**config.mk**
```make
export PLATFORM = sky130hd
export DESIGN_NAME = alu_config_loader
export DESIGN_NICKNAME = d
export VERILOG_FILES = /design/src/rtl/alu_config_loader.sv
export SDC_FILE = /design/constraint.sdc
export NUM_CORES = 1
export LEC_CHECK = 0
export CAP_MARGIN = 10
export CORE_ASPECT_RATIO = 2
export CORE_MARGIN = 4
export CORE_UTILIZATION = 35
export DETAILED_ROUTE_END_ITERATION = 7
export PLACE_DENSITY = 0.6
export SKIP_CTS_REPAIR_TIMING = 1
export SYNTH_ARGS = -nofsm -noshare
export SYNTH_HDL_FRONTEND = slang
export SYNTH_SLANG_ARGS = --single-unit
```
**constraint.sdc**
```tcl
create_clock -name CLK -period 3.29 [get_ports CLK]
set_input_delay 0.329 -clock CLK [delete_from_list [all_inputs] [get_ports CLK]]
set_output_delay 0.329 -clock CLK [all_outputs]
set_load 0.03 [all_outputs]
```
**src/rtl/alu_config_loader.sv**
```systemverilog
`default_nettype none
// ============================================================================
//  Module      : alu_config_loader
//  Description : Initiator side of the SimpleALU configuration port. Accepts
//                config writes over valid/ready, drives the shared config
//                bus plus per-tile enables, keeps a shadow copy of every
//                tile's opcode for readback and holds a settle window after
//                each write.
//  Revision    : 1.0 - initial release
// ============================================================================
module alu_config_loader #(
  parameter int N_TILES       = 4,
  parameter int CFG_WIDTH     = 2,
  parameter int SETTLE_CYCLES = 2,
  localparam int AW           = (N_TILES > 1) ? $clog2(N_TILES) : 1
) (
  input  logic                 CLK,
  input  logic                 ASYNCRESETN,
  input  logic                 req_valid,
  output logic                 req_ready,
  input  logic [AW-1:0]        req_addr,
  input  logic                 req_bcast,
  input  logic [CFG_WIDTH-1:0] req_data,
  output logic [CFG_WIDTH-1:0] config_data,
  output logic [N_TILES-1:0]   config_en,
  output logic                 done,
  output logic                 err,
  input  logic [AW-1:0]        rd_addr,
  output logic [CFG_WIDTH-1:0] rd_data
);

  typedef enum logic [1:0] {
    ST_INIT   = 2'd0,
    ST_IDLE   = 2'd1,
    ST_WRITE  = 2'd2,
    ST_SETTLE = 2'd3
  } state_t;

  // One extra bit so N_TILES itself is representable for range checks.
  localparam logic [AW:0] c_n_tiles = (AW + 1)'(N_TILES);
  localparam logic [7:0]  c_settle  = 8'(SETTLE_CYCLES);

  state_t                r_state;
  state_t                w_state_nxt;
  logic [CFG_WIDTH-1:0]  r_cfg_data;
  logic [CFG_WIDTH-1:0]  w_cfg_data_nxt;
  logic [N_TILES-1:0]    r_cfg_en;
  logic [N_TILES-1:0]    w_cfg_en_nxt;
  logic                  r_done;
  logic                  w_done_nxt;
  logic                  r_err;
  logic                  w_err_nxt;
  logic [7:0]            r_cnt;
  logic [7:0]            w_cnt_nxt;
  // Set while the settle window belongs to the post-reset sweep, which
  // must not produce a done pulse.
  logic                  r_init_settle;
  logic                  w_init_settle_nxt;
  logic [CFG_WIDTH-1:0]  r_shadow [N_TILES];
  logic [CFG_WIDTH-1:0]  r_rd_data;

  logic                  w_accept;
  logic                  w_addr_ok;
  logic                  w_rd_ok;
  logic [N_TILES-1:0]    w_sel;

  assign req_ready   = (r_state == ST_IDLE);
  assign config_data = r_cfg_data;
  assign config_en   = r_cfg_en;
  assign done        = r_done;
  assign err         = r_err;
  assign rd_data     = r_rd_data;

  assign w_accept  = req_valid & req_ready;
  assign w_addr_ok = req_bcast | ({1'b0, req_addr} < c_n_tiles);
  assign w_rd_ok   = ({1'b0, rd_addr} < c_n_tiles);

  // Target decode: one-hot tile select, or every tile on broadcast.
  always_comb begin
    w_sel = '0;
    for (int i = 0; i < N_TILES; i++) begin
      w_sel[i] = req_bcast | (req_addr == AW'(i));
    end
  end

  // Next-state and next-output logic for the loader FSM.
  always_comb begin
    w_state_nxt       = r_state;
    w_cfg_data_nxt    = r_cfg_data;
    w_cfg_en_nxt      = '0;
    w_done_nxt        = 1'b0;
    w_err_nxt         = 1'b0;
    w_cnt_nxt         = r_cnt;
    w_init_settle_nxt = r_init_settle;
    case (r_state)
      ST_INIT: begin
        // Sweep every tile to opcode 0; the sweep cycle itself plus the
        // full settle window are spent in SETTLE, hence the unreduced count.
        w_cfg_en_nxt      = '1;
        w_cfg_data_nxt    = '0;
        w_cnt_nxt         = c_settle;
        w_init_settle_nxt = 1'b1;
        w_state_nxt       = ST_SETTLE;
      end
      ST_IDLE: begin
        if (w_accept) begin
          if (!w_addr_ok) begin
            w_err_nxt = 1'b1;
          end else begin
            w_cfg_data_nxt = req_data;
            w_cfg_en_nxt   = w_sel;
            w_done_nxt     = (SETTLE_CYCLES == 0);
            w_state_nxt    = ST_WRITE;
          end
        end
      end
      ST_WRITE: begin
        w_init_settle_nxt = 1'b0;
        if (SETTLE_CYCLES == 0) begin
          w_state_nxt = ST_IDLE;
        end else begin
          w_cnt_nxt   = c_settle - 8'd1;
          w_done_nxt  = (SETTLE_CYCLES == 1);
          w_state_nxt = ST_SETTLE;
        end
      end
      ST_SETTLE: begin
        if (r_cnt == 8'd0) begin
          w_state_nxt = ST_IDLE;
        end else begin
          w_cnt_nxt  = r_cnt - 8'd1;
          w_done_nxt = (r_cnt == 8'd1) & ~r_init_settle;
        end
      end
      default: begin
        w_state_nxt = ST_INIT;
      end
    endcase
  end

  // State register and registered outputs.
  always_ff @(posedge CLK or negedge ASYNCRESETN) begin
    if (!ASYNCRESETN) begin
      r_state       <= ST_INIT;
      r_cfg_data    <= '0;
      r_cfg_en      <= '0;
      r_done        <= 1'b0;
      r_err         <= 1'b0;
      r_cnt         <= 8'd0;
      r_init_settle <= 1'b0;
    end else begin
      r_state       <= w_state_nxt;
      r_cfg_data    <= w_cfg_data_nxt;
      r_cfg_en      <= w_cfg_en_nxt;
      r_done        <= w_done_nxt;
      r_err         <= w_err_nxt;
      r_cnt         <= w_cnt_nxt;
      r_init_settle <= w_init_settle_nxt;
    end
  end

  // Shadow copy updates on the same edge the enabled tiles capture.
  always_ff @(posedge CLK or negedge ASYNCRESETN) begin
    if (!ASYNCRESETN) begin
      for (int i = 0; i < N_TILES; i++) begin
        r_shadow[i] <= '0;
      end
    end else if (r_state == ST_WRITE) begin
      for (int i = 0; i < N_TILES; i++) begin
        if (r_cfg_en[i]) begin
          r_shadow[i] <= r_cfg_data;
        end
      end
    end
  end

  // Registered readback; out-of-range addresses read as zero.
  always_ff @(posedge CLK or negedge ASYNCRESETN) begin
    if (!ASYNCRESETN) begin
      r_rd_data <= '0;
    end else begin
      r_rd_data <= w_rd_ok ? r_shadow[rd_addr] : '0;
    end
  end

endmodule
`default_nettype wire
```
==> results of run 1 <==
[flip-flops by register name, summed over array words and instances, names as in the netlist]
register       count
r_init_settle      1
r_cnt              8
done               1
rd_data            2
config_data        2
r_state            2
r_shadow           8
config_en          4
[routing by layer]
metal / GRT usage, % / wire (µm) / vias up
li1: - / - / 468
met1: 13.6 / 1020 / 474
met2: 25.2 / 1760 / 12
met3: 1.90 / 68 / 4
met4: 6.56 / 59 / 0
met5: 0 / 0 / -
[logic make-up after synthesis]
kind of cell	count (synthesis)	share of synthesized area [%]
xor gates and xnor gates	3	2.01
and+or+nand+nor	44	18.1
DFF	28	53.5
muxes	3	4.20
buffers and inverters	11	3.53
AOI/OAI and AO/OA	32	15.5
adders and majority gates	3	2.87
other	1	0.286
[area by class of cell]
class                   instances  area [µm²]
fillers                       369        2020
flip-flops and latches         28         701
multi-input cells              86         563
repair buffers                 20         198
well taps                      49        61.3
clock buffers                   3        41.3
inverters                       7        26.3
[placed cells by master (no fill, tap or decap), types with 2 or more instances in the layout]
| master | netlist | layout |
|---|---|---|
| and2_1 | 3 | 3 |
| a311oi_1 | 2 | 2 |
| clkdlybuf4s50_1 | 0 | 19 |
| dfrtp_1 | 28 | 28 |
| a21oi_1 | 6 | 6 |
| a22o_1 | 2 | 2 |
| ha_1 | 3 | 3 |
| nor2b_1 | 5 | 5 |
| mux4_2 | 2 | 2 |
| nor2_1 | 3 | 3 |
| clkbuf_8 | 0 | 3 |
| nor3b_1 | 2 | 2 |
| a211oi_1 | 2 | 2 |
| o21ai_0 | 14 | 14 |
| nand2_1 | 24 | 24 |
| xor2_1 | 3 | 3 |
| inv_1 | 7 | 7 |
[path summary, 6_finish.rpt]
path | slack [ns] | end | cells past startpoint
setup / recovery | 1.11 | req_ready | 2
min in group CLK | 0.48 | r_shadow[2] | 2
max in group asynchronous | 2.58 | r_init_settle | 2
setup reg to reg | 1.36 | r_cnt[5] | 4
hold reg to reg | 0.48 | r_shadow[2] | 2
hold / removal | 0.44 | r_cnt[1] | 2
[through the flow]
stage	worst slack (ns)	hold WS [ns]	power, mW	instances
after floorplan	1.73	0.0334	0.979	125
after global placement	1.41	0.457	1.16	190
after detailed placement	1.36	0.476	1.18	190
after CTS	1.09	0.444	1.37	193
after global routing	1.01	0.455	1.45	193
final	1.11	0.438	1.35	193
[power by group through the flow]
stage          clock [mW]  combinational (mW)  sequential (mW)
6_report            0.183               0.554            0.613
5_1_grt             0.203               0.612            0.638
4_1_cts             0.190               0.564            0.615
3_5_place_dp            0               0.559            0.622
3_3_place_gp            0               0.541            0.614
2_1_floorplan           0               0.354            0.625
==> summary.txt, run 1 <==
Global routing
  – GRT Overall Usage: 13.3%
  – Number of global-route vias before repair: a little under 1000
  – Largest net degree at the start of global routing: 29
  – Global-route wire length before repair: around 4.7 mm
  – Total grt overflow: 0
  – Initial antenna violation count: 0

Synth
  – Post-synthesis cell type count: 33
  – Mapped Avg Cell Area: ~10 µm²
  – Post-synth ARST share: 100%
  – EDFF count, synth: 0
  – Mapped cell area: between 1000 and 1500 µm²
  – Mapped Nets: 138
  – Yosys top cell by area: dfrtp_1
  – Post-synthesis sequential area ratio: 53.5%
  – Cell with the most instances after synthesis: dfrtp_1
  – Synth top area share: about 53%
  – Synth Flop Type: dfrtp_1
  – Top post-synthesis cells by area: dfrtp_1 (53%), nand2_1 (6.9%), o21ai_0 (5.3%), mux4_2 (3.4%), ha_1 (2.9%)
  – Synth cell count leaders: dfrtp_1 (28), nand2_1 (24), o21ai_0 (14)
  – Gate Count Post-Synth: 125
  – #FFs+latches synth: 28
  – Synthesis Warnings: 0

Clock network
  – Worst-case clock buffer depth: 2
  – Total CTS buffers: 3
  – Clock insertion delay at the later pin of the skew report: around 0.27 ns
  – Num Clock Sinks: 28
  – Root Driver: clkbuf_8
  – Clock slew at reported path FFs: around 0.09 ns
  – CTS tree: done
  – H-tree Lvls: 1

Die
  – Row Count: 31
  – Core area: around 3600 µm²
  – Starting Density: between 30% and 40%
  – Chip height: 94.5 µm
  – Boundary pin count: 21
  – Die footprint: 4850 µm²
  – Die Width: 51.3 µm

Finish
  – Final-stage net count: ~160
  – Finished Cell Area: between 1500 and 2000 µm²
  – ANT cells: 0
  – Layout cells sized above 1: roughly 6.3%
  – Area grow syn2layout: 21.4%
  – Fin util: between 40% and 50%

Timing
  – Final period utilization: roughly 66%
  – Slew Limit Headroom: between 60% and 70%
  – Fin. Hold Viols: 0
  – Clock skew: around 0.0068 ns
  – Setup TNS: 0 ns
  – Slew Limit Fails: 0
  – Achievable frequency: approximately 460 MHz
  – Post-route minimum period: around 2.2 ns
  – Unrepaired setup endpoints after global routing: false
  – # setup viols final: 0
  – Worst-margin pin slew: 0.541 ns

Setup path
  – Critical R2R Launch: r_state[0]
  – Critical path cell sequence: nor2b_1 > clkdlybuf4s50_1
  – Worst Setup SP: r_state[0]
  – Crit path arrival time: about 1.9 ns
  – Max FO, Critical Path: 20
  – Crit path max-delay family: flip-flops
  – Critical Path Sink Type: output pin
  – Max incr delay on CP: between 0.6 and 0.7 ns
  – Kind of start point of the critical path: flip-flop
  – CP max stage cell: dfrtp_1
  – Worst endpoint required time: 2.96 ns
  – Number of buffers and inverters on the critical path: 1
  – Critical path class: flip-flop to output pin

Hold path
  – Hold Crit Class: primary input to asynchronous set/reset pin

Pwr
  – Flop pwr share: between 40% and 50%
  – Pwr dens: 849 nW/µm²
  – Internal power: around 0.81 mW
  – Max IR drop VDD: around 0.43 mV
  – Clock power frac: 13.6%
  – Logic gate share of total power: between 40% and 50%
  – Sw Ratio: approximately 40%
  – Switching power: between 0.5 and 0.6 mW
  – Pleak: 0.700 nW

Route
  – Post-DRT Antenna Nets: 0
  – Drt drc: 0
  – Drt total wl: ~3 mm
  – Wire per inst: approximately 15 µm
  – Drt via density: 4.96
  – Via count: 958
  – Pre-antenna DRT Iters: 4
  – 1st-iter DRT viols: 14

Placed design
  – Port Buffer Count: 19
  – Placed cell areas: 1550 µm²
  – Dpl hpwl: between 2 and 2.5 mm
  – Gpl congestion: 0.794

Run
  – Max Cap Viol: 0

Run status
  – Status: complete, no violations
Power figures use the tool's default switching activity.
==> run 2, diff against run 1 <==
--- a/config.mk
+++ b/config.mk
@@ -10,7 +10,7 @@
 export CORE_MARGIN = 4
 export CORE_UTILIZATION = 35
 export DETAILED_ROUTE_END_ITERATION = 7
-export PLACE_DENSITY = 0.6
+export PLACE_DENSITY = 0.62
 export SKIP_CTS_REPAIR_TIMING = 1
 export SYNTH_ARGS = -nofsm -noshare
 export SYNTH_HDL_FRONTEND = slang
==> constraint.sdc (replaced) <==
create_clock -name CLK -period 2 [get_ports CLK]
set_input_delay 0.2 -clock CLK [delete_from_list [all_inputs] [get_ports CLK]]
set_output_delay 0.2 -clock CLK [all_outputs]
set_load 0.03 [all_outputs]
==> summary.txt, run 2 (same netlist as run 1, synthesis figures left out) <==
Finish
  – Fin cells: 195 (+1.0%)
  – Final-stage net count: 160 (+0.63%)
  – Most frequent cells in the layout: dfrtp_1 (28), nand2_1 (24), clkdlybuf4s50_1 (19)
  – Area grow syn2layout: 23.4%
  – Most common cell after layout, fill and taps aside: dfrtp_1
  – Layout cells sized above 1: 8.22% (+2.0 points)
  – Filler instances: 334 (-9.5%)
  – ANT cells: 0 (unchanged)

Clock network
  – Total CTS buffers: 3 (unchanged)
  – Clock insertion delay at the later pin of the skew report: 0.27 ns (about the same)
  – CTS tree: done
  – H-tree Lvls: 1 (unchanged)
  – Root Driver: clkbuf_8
  – Clock slew at reported path FFs: 0.09 ns (about the same)
  – Worst-case clock buffer depth: 2 (unchanged)
  – Num Clock Sinks: 28 (unchanged)

Die
  – Chip height: 94.5 µm (unchanged)
  – Core area: 3610 µm² (unchanged)
  – Die footprint: 4850 µm² (unchanged)
  – Boundary pin count: 21 (unchanged)
  – Starting Density: 36.3% (unchanged)
  – Die Width: 51.3 µm (unchanged)
  – Row Count: 31 (unchanged)

Run
  – Max Cap Viol: 0 (unchanged)

Timing
  – Fin. Hold Viols: 0 (unchanged)
  – # setup viols final: 0 (unchanged)
  – Slew Limit Fails: 0 (unchanged)
  – Post-route minimum period: between 1.5 and 2 ns
  – Final period utilization: 93.7%
  – Unrepaired setup endpoints after global routing: false
  – Achievable frequency: between 500 and 600 MHz
  – Clock skew: 0.00311 ns (-0.00368 ns)
  – Setup TNS: 0 ns (unchanged)

Placed design
  – Port Buffer Count: 19 (unchanged)
  – Dpl hpwl: 1.99 mm (-12%)
  – Gpl congestion: 0.830 (+4.7%)
  – Placed insts: 191 (+0.53%)

Global routing
  – GRT Overall Usage: 12.1% (-1.1 points)
  – Total grt overflow: 0 (unchanged)
  – Global-route wire length before repair: 4.52 mm (-4.5%)
  – Number of global-route vias before repair: 988 (+0.10%)
  – Initial antenna violation count: 0 (unchanged)
  – Largest net degree at the start of global routing: 29 (unchanged)

Setup path
  – R2R cell count: 6 (+2)
  – CP max stage cell: clkdlybuf4s50_1
  – Max FO, Critical Path: 15 (-25%)
  – R2R Setup Slk: 0.16 ns (-1.20 ns)
  – Kind of start point of the critical path: flip-flop
  – Worst Setup SP: r_state[1]
  – Max incr delay on CP: 0.69 ns (about the same)
  – Critical R2R Launch: r_cnt[0]
  – Worst endpoint required time: 1.80 ns (-1.16 ns)
  – FF-to-FF End: r_cnt[1]
  – Critical path class: flip-flop to output pin
  – Critical path cell sequence: nor2b_1 > clkdlybuf4s50_1
  – Crit path arrival time: 1.67 ns (-0.18 ns)
  – Critical Path Sink Type: output pin
  – Critical Path Sink: req_ready

Route
  – Post-DRT Antenna Nets: 0 (unchanged)
  – Wire per inst: 13.6 µm (-10%)
  – Drt total wl: 2.65 mm (-9.2%)
  – 1st-iter DRT viols: 12 (-2)
  – Via count: 958 (unchanged)
  – Pre-antenna DRT Iters: 4 (unchanged)
  – Drt via density: 4.91 (-1.0%)
  – Drt drc: 0 (unchanged)

Pwr
  – Max IR drop VDD: 0.748 mV (+75%)
  – Pleak: 0.713 nW (+2.0%)
  – Pwr dens: 1400 nW/µm² (+64%)

Hold path
  – Hold Crit Class: primary input to asynchronous set/reset pin

Run status
  – Status: complete, no violations
[run 2: cell types whose count changed in the layout (fill, tap and decap cells not counted), sizes merged]
cell / before / now
clkbuf: 3 / 4
buf: 1 / 2
[run 2: where the power goes]
group | total, mW | switching [mW] | leakage, nW | internal (mW)
combinational | 0.914 | 0.495 | 0.332 | 0.419
clock | 0.342 | 0.167 | 0.0288 | 0.176
sequential | 1.00 | 0.213 | 0.353 | 0.786
[run 2: worst min-delay path by stage]
stage          slack (ns)  cells after the start              to
4_1_cts              0.32                      2        r_cnt[5]
3_5_place_dp         0.47                      2     r_shadow[5]
5_1_grt              0.34                      2      r_state[0]
2_1_floorplan        -0.1                      0  config_data[0]
3_3_place_gp         0.46                      2     r_shadow[5]
6_report             0.31                      2        r_cnt[5]
[run 2: stage by stage]
step | setup slack (ns) | power [mW] | cell area, µm² | utilization [%] | hold WS, ns
after floorplan | 0.437 | 1.61 | 1310 | - | -0.0956
after global placement | 0.318 | 1.88 | 1560 | 43.1 | 0.461
after detailed placement | 0.146 | 1.92 | 1560 | 43.1 | 0.470
after CTS | 0.111 | 2.27 | 1610 | 44.7 | 0.316
after global routing | 0.0100 | 2.44 | 1620 | 44.8 | 0.337
final | 0.126 | 2.26 | 1620 | 44.8 | 0.307
[run 2: routing by layer]
metal,routed length (µm),global-route usage [%]
met5,0,0
met4,40,5.69
met3,92,1.74
met2,1480,21.4
met1,1040,14.1
[run 2: area by class of cell]
type | instances | area (µm²) | share of cell area [%]
flip-flops and latches | 28 | 701 | 43.3
multi-input cells | 86 | 568 | 35.1
repair buffers | 21 | 205 | 12.7
well taps | 49 | 61.3 | 3.79
clock buffers | 4 | 55.1 | 3.41
inverters | 7 | 26.3 | 1.63
[run 2: worst max-delay path: cells and delay by family (launching register included)]
kind	cells	cell delay [ns]
buf+inv	1	0.69
flops	1	0.54
simple gates	1	0.18
==> run 3, diff against run 2 <==
--- a/config.mk
+++ b/config.mk
@@ -5,12 +5,14 @@
 export SDC_FILE = /design/constraint.sdc
 export NUM_CORES = 1
 export LEC_CHECK = 0
-export CAP_MARGIN = 10
+export CAP_MARGIN = 5
 export CORE_ASPECT_RATIO = 2
 export CORE_MARGIN = 4
 export CORE_UTILIZATION = 35
 export DETAILED_ROUTE_END_ITERATION = 7
-export PLACE_DENSITY = 0.62
+export DONT_BUFFER_PORTS = 1
+export GPL_ROUTABILITY_DRIVEN = 0
+export PLACE_DENSITY = 0.55
 export SKIP_CTS_REPAIR_TIMING = 1
 export SYNTH_ARGS = -nofsm -noshare
 export SYNTH_HDL_FRONTEND = slang
==> summary.txt, run 3 (same netlist as run 1, synthesis figures left out) <==
Finish
  – Most common cell after layout, fill and taps aside: dfrtp_1
  – ANT cells: 0 (unchanged)
  – Most frequent cells in the layout: dfrtp_1 (28), nand2_1 (24), o21ai_0 (14)
  – Finished Cell Area: 1470 µm² (-9.2%)
  – Area grow syn2layout: 12.0%
  – Final-stage net count: 143 (-11%)
  – Layout cells sized above 1: 9.30% (+1.1 points)
  – Fin cells: 178 (-8.7%)

Timing
  – Post-route minimum period: 1.82 ns (-0.0532 ns)
  – Achievable frequency: 549 MHz (+2.9%)
  – Setup TNS: 0 ns (unchanged)
  – Worst-margin pin slew: 0.587 ns
  – Clock skew: 0.00309 ns (-0.0000200 ns)
  – Unrepaired setup endpoints after global routing: false
  – Final period utilization: 91.1% (-2.7 points)
  – # setup viols final: 0 (unchanged)
  – Slew Limit Fails: 0 (unchanged)
  – Slew Limit Headroom: 60.8%
  – Fin. Hold Viols: 0 (unchanged)

Clock network
  – Num Clock Sinks: 28 (unchanged)
  – Root Driver: clkbuf_8
  – Total CTS buffers: 3 (unchanged)
  – Worst-case clock buffer depth: 2 (unchanged)
  – Clock insertion delay at the later pin of the skew report: 0.27 ns (about the same)
  – CTS tree: done
  – Clock slew at reported path FFs: 0.10 ns (about the same)
  – H-tree Lvls: 1 (unchanged)

Hold path
  – Hold Crit Class: primary input to flip-flop
  – Hold Path Depth: 2
  – Worst hold path endpoint: config_en[3]
  – Start point of the worst hold path: req_valid

Route
  – Drt drc: 0 (unchanged)
  – Pre-antenna DRT Iters: 4 (unchanged)
  – Post-DRT Antenna Nets: 0 (unchanged)
  – Drt total wl: 2.55 mm (-3.7%)
  – 1st-iter DRT viols: 11 (-1)
  – Drt via density: 5.20 (+5.9%)
  – Via count: 926 (-3.3%)
  – Wire per inst: 14.3 µm (+5.5%)

Global routing
  – Number of global-route vias before repair: 920 (-6.9%)
  – GRT Overall Usage: 12.0% (-0.12 points)
  – Total grt overflow: 0 (unchanged)
  – Largest net degree at the start of global routing: 29 (unchanged)
  – Initial antenna violation count: 0 (unchanged)
  – Global-route wire length before repair: 4.44 mm (-1.8%)

Placed design
  – Dpl hpwl: 1.96 mm (-1.3%)
  – Placed cell areas: 1370 µm² (-12%)
  – Port Buffer Count: 0 (-19)
  – Placed insts: 172 (-9.9%)

Run status
  – Status: complete, no violations

Die
  – Die Width: 51.3 µm (unchanged)
  – Starting Density: 36.3% (unchanged)
  – Boundary pin count: 21 (unchanged)
  – Chip height: 94.5 µm (unchanged)
  – Die footprint: 4850 µm² (unchanged)
  – Row Count: 31 (unchanged)
  – Core area: 3610 µm² (unchanged)

Pwr
  – Sw Ratio: 38.3% (-0.47 points)
  – Flop pwr share: 47.9% (+3.6 points)
  – Clock power frac: 19.9% (+4.7 points)
  – Overall power: 2.23 mW (-1.1%)
  – Pleak: 0.660 nW (-7.5%)
  – Switching power: 0.855 mW (-2.3%)
  – Logic gate share of total power: 32.2% (-8.3 points)
  – Max IR drop VDD: 1.10 mV (+47%)
  – Pwr dens: 1520 nW/µm² (+9.0%)
  – Internal power: 1.38 mW (-0.30%)

Setup path
  – Kind of start point of the critical path: flip-flop
  – Critical path cell sequence: inv_1 > ha_1 > nor3b_1 > a21boi_0 > nor3b_1 > a311oi_1
  – Max incr delay on CP: 0.43 ns (-0.26 ns)
  – Number of buffers and inverters on the critical path: 1 (unchanged)
  – CP max stage cell: dfrtp_1
  – Critical path class: flip-flop to flip-flop
  – Worst endpoint required time: 2.15 ns (+0.35 ns)
  – R2R Setup Slk: 0.18 ns (+0.02 ns)
  – Cell mode on critical path: nor3b_1
  – Max FO, Critical Path: 6 (-9)
  – FF-to-FF End: r_cnt[1]
  – Critical R2R Launch: r_cnt[0]
  – Crit path arrival time: 1.97 ns (+0.30 ns)
  – R2R cell count: 6 (unchanged)
  – Critical Path Sink Type: flip-flop
  – Crit path max-delay family: simple AND/OR/NAND/NOR gates

Run
  – Max Cap Viol: 0 (unchanged)
==> run 3: cell types whose count changed in the layout (fill, tap and decap cells not counted) <==
| cell | previous run | this run |
|---|---|---|
| dlygate4sd3_1 | 0 | 1 |
| bufinv_16 | 0 | 1 |
| clkdlybuf4s50_1 | 19 | 0 |
| nor3b_1 | 1 | 2 |
| clkbuf_8 | 4 | 3 |
| nor3b_2 | 1 | 0 |
| buf_12 | 0 | 1 |
==> run 3: per-stage QoR <==
stage / util, % / hold slack (ns) / setup WS [ns]
CTS: 39.9 / -0.400 / 0.181
global placement: 37.9 / -0.0946 / 0.342
finish: 40.7 / 0.0596 / 0.179
detailed placement: 37.9 / -0.0944 / 0.203
floorplan: - / -0.0956 / 0.437
global route: 40.7 / 0.0683 / 0.0262
==> run 3: how the worst max path moves through the flow <==
stage	from	to	slack (ns)	cells past startpoint
2_1_floorplan	r_cnt[0]	r_cnt[1]	0.44	6
4_1_cts	r_cnt[0]	r_cnt[1]	0.18	6
6_report	r_cnt[0]	r_cnt[1]	0.18	6
5_1_grt	r_cnt[0]	r_cnt[1]	0.03	6
3_3_place_gp	r_cnt[0]	r_cnt[1]	0.34	6
3_5_place_dp	r_cnt[0]	r_cnt[1]	0.20	6
==> run 3: worst register-to-register path, cell delays in order, from the launching register on <==
cell and delay (ns):
dfrtp_1 0.43, inv_1 0.12, ha_1 0.29, nor3b_1 0.34
a21boi_0 0.21, nor3b_1 0.23, a311oi_1 0.08
==> run 3: power by group through the flow <==
stage | registers [mW] | clock network (mW) | logic (mW)
2_1_floorplan | 1.03 | 0 | 0.582
3_3_place_gp | 1.08 | 0 | 0.679
3_5_place_dp | 1.08 | 0 | 0.707
4_1_cts | 1.07 | 0.457 | 0.710
5_1_grt | 1.10 | 0.474 | 0.819
6_report | 1.07 | 0.444 | 0.718
==> run 3: per-layer routing <==
layer	track usage, %	part of all wire (%)	routed length (µm)
met1	13.2	38	964
met2	21.3	56	1420
met3	3.00	4.7	120
met4	5.25	1.8	45
met5	0	0	0
==> run 3: layout make-up <==
type	instances	area, µm²
fillers	356	2140
inverters	7	26.3
flip-flops and latches	28	701
clock buffers	3	41.3
repair buffers	4	45.0
multi-input cells	86	563
well taps	49	61.3
clock inverters	1	30.0
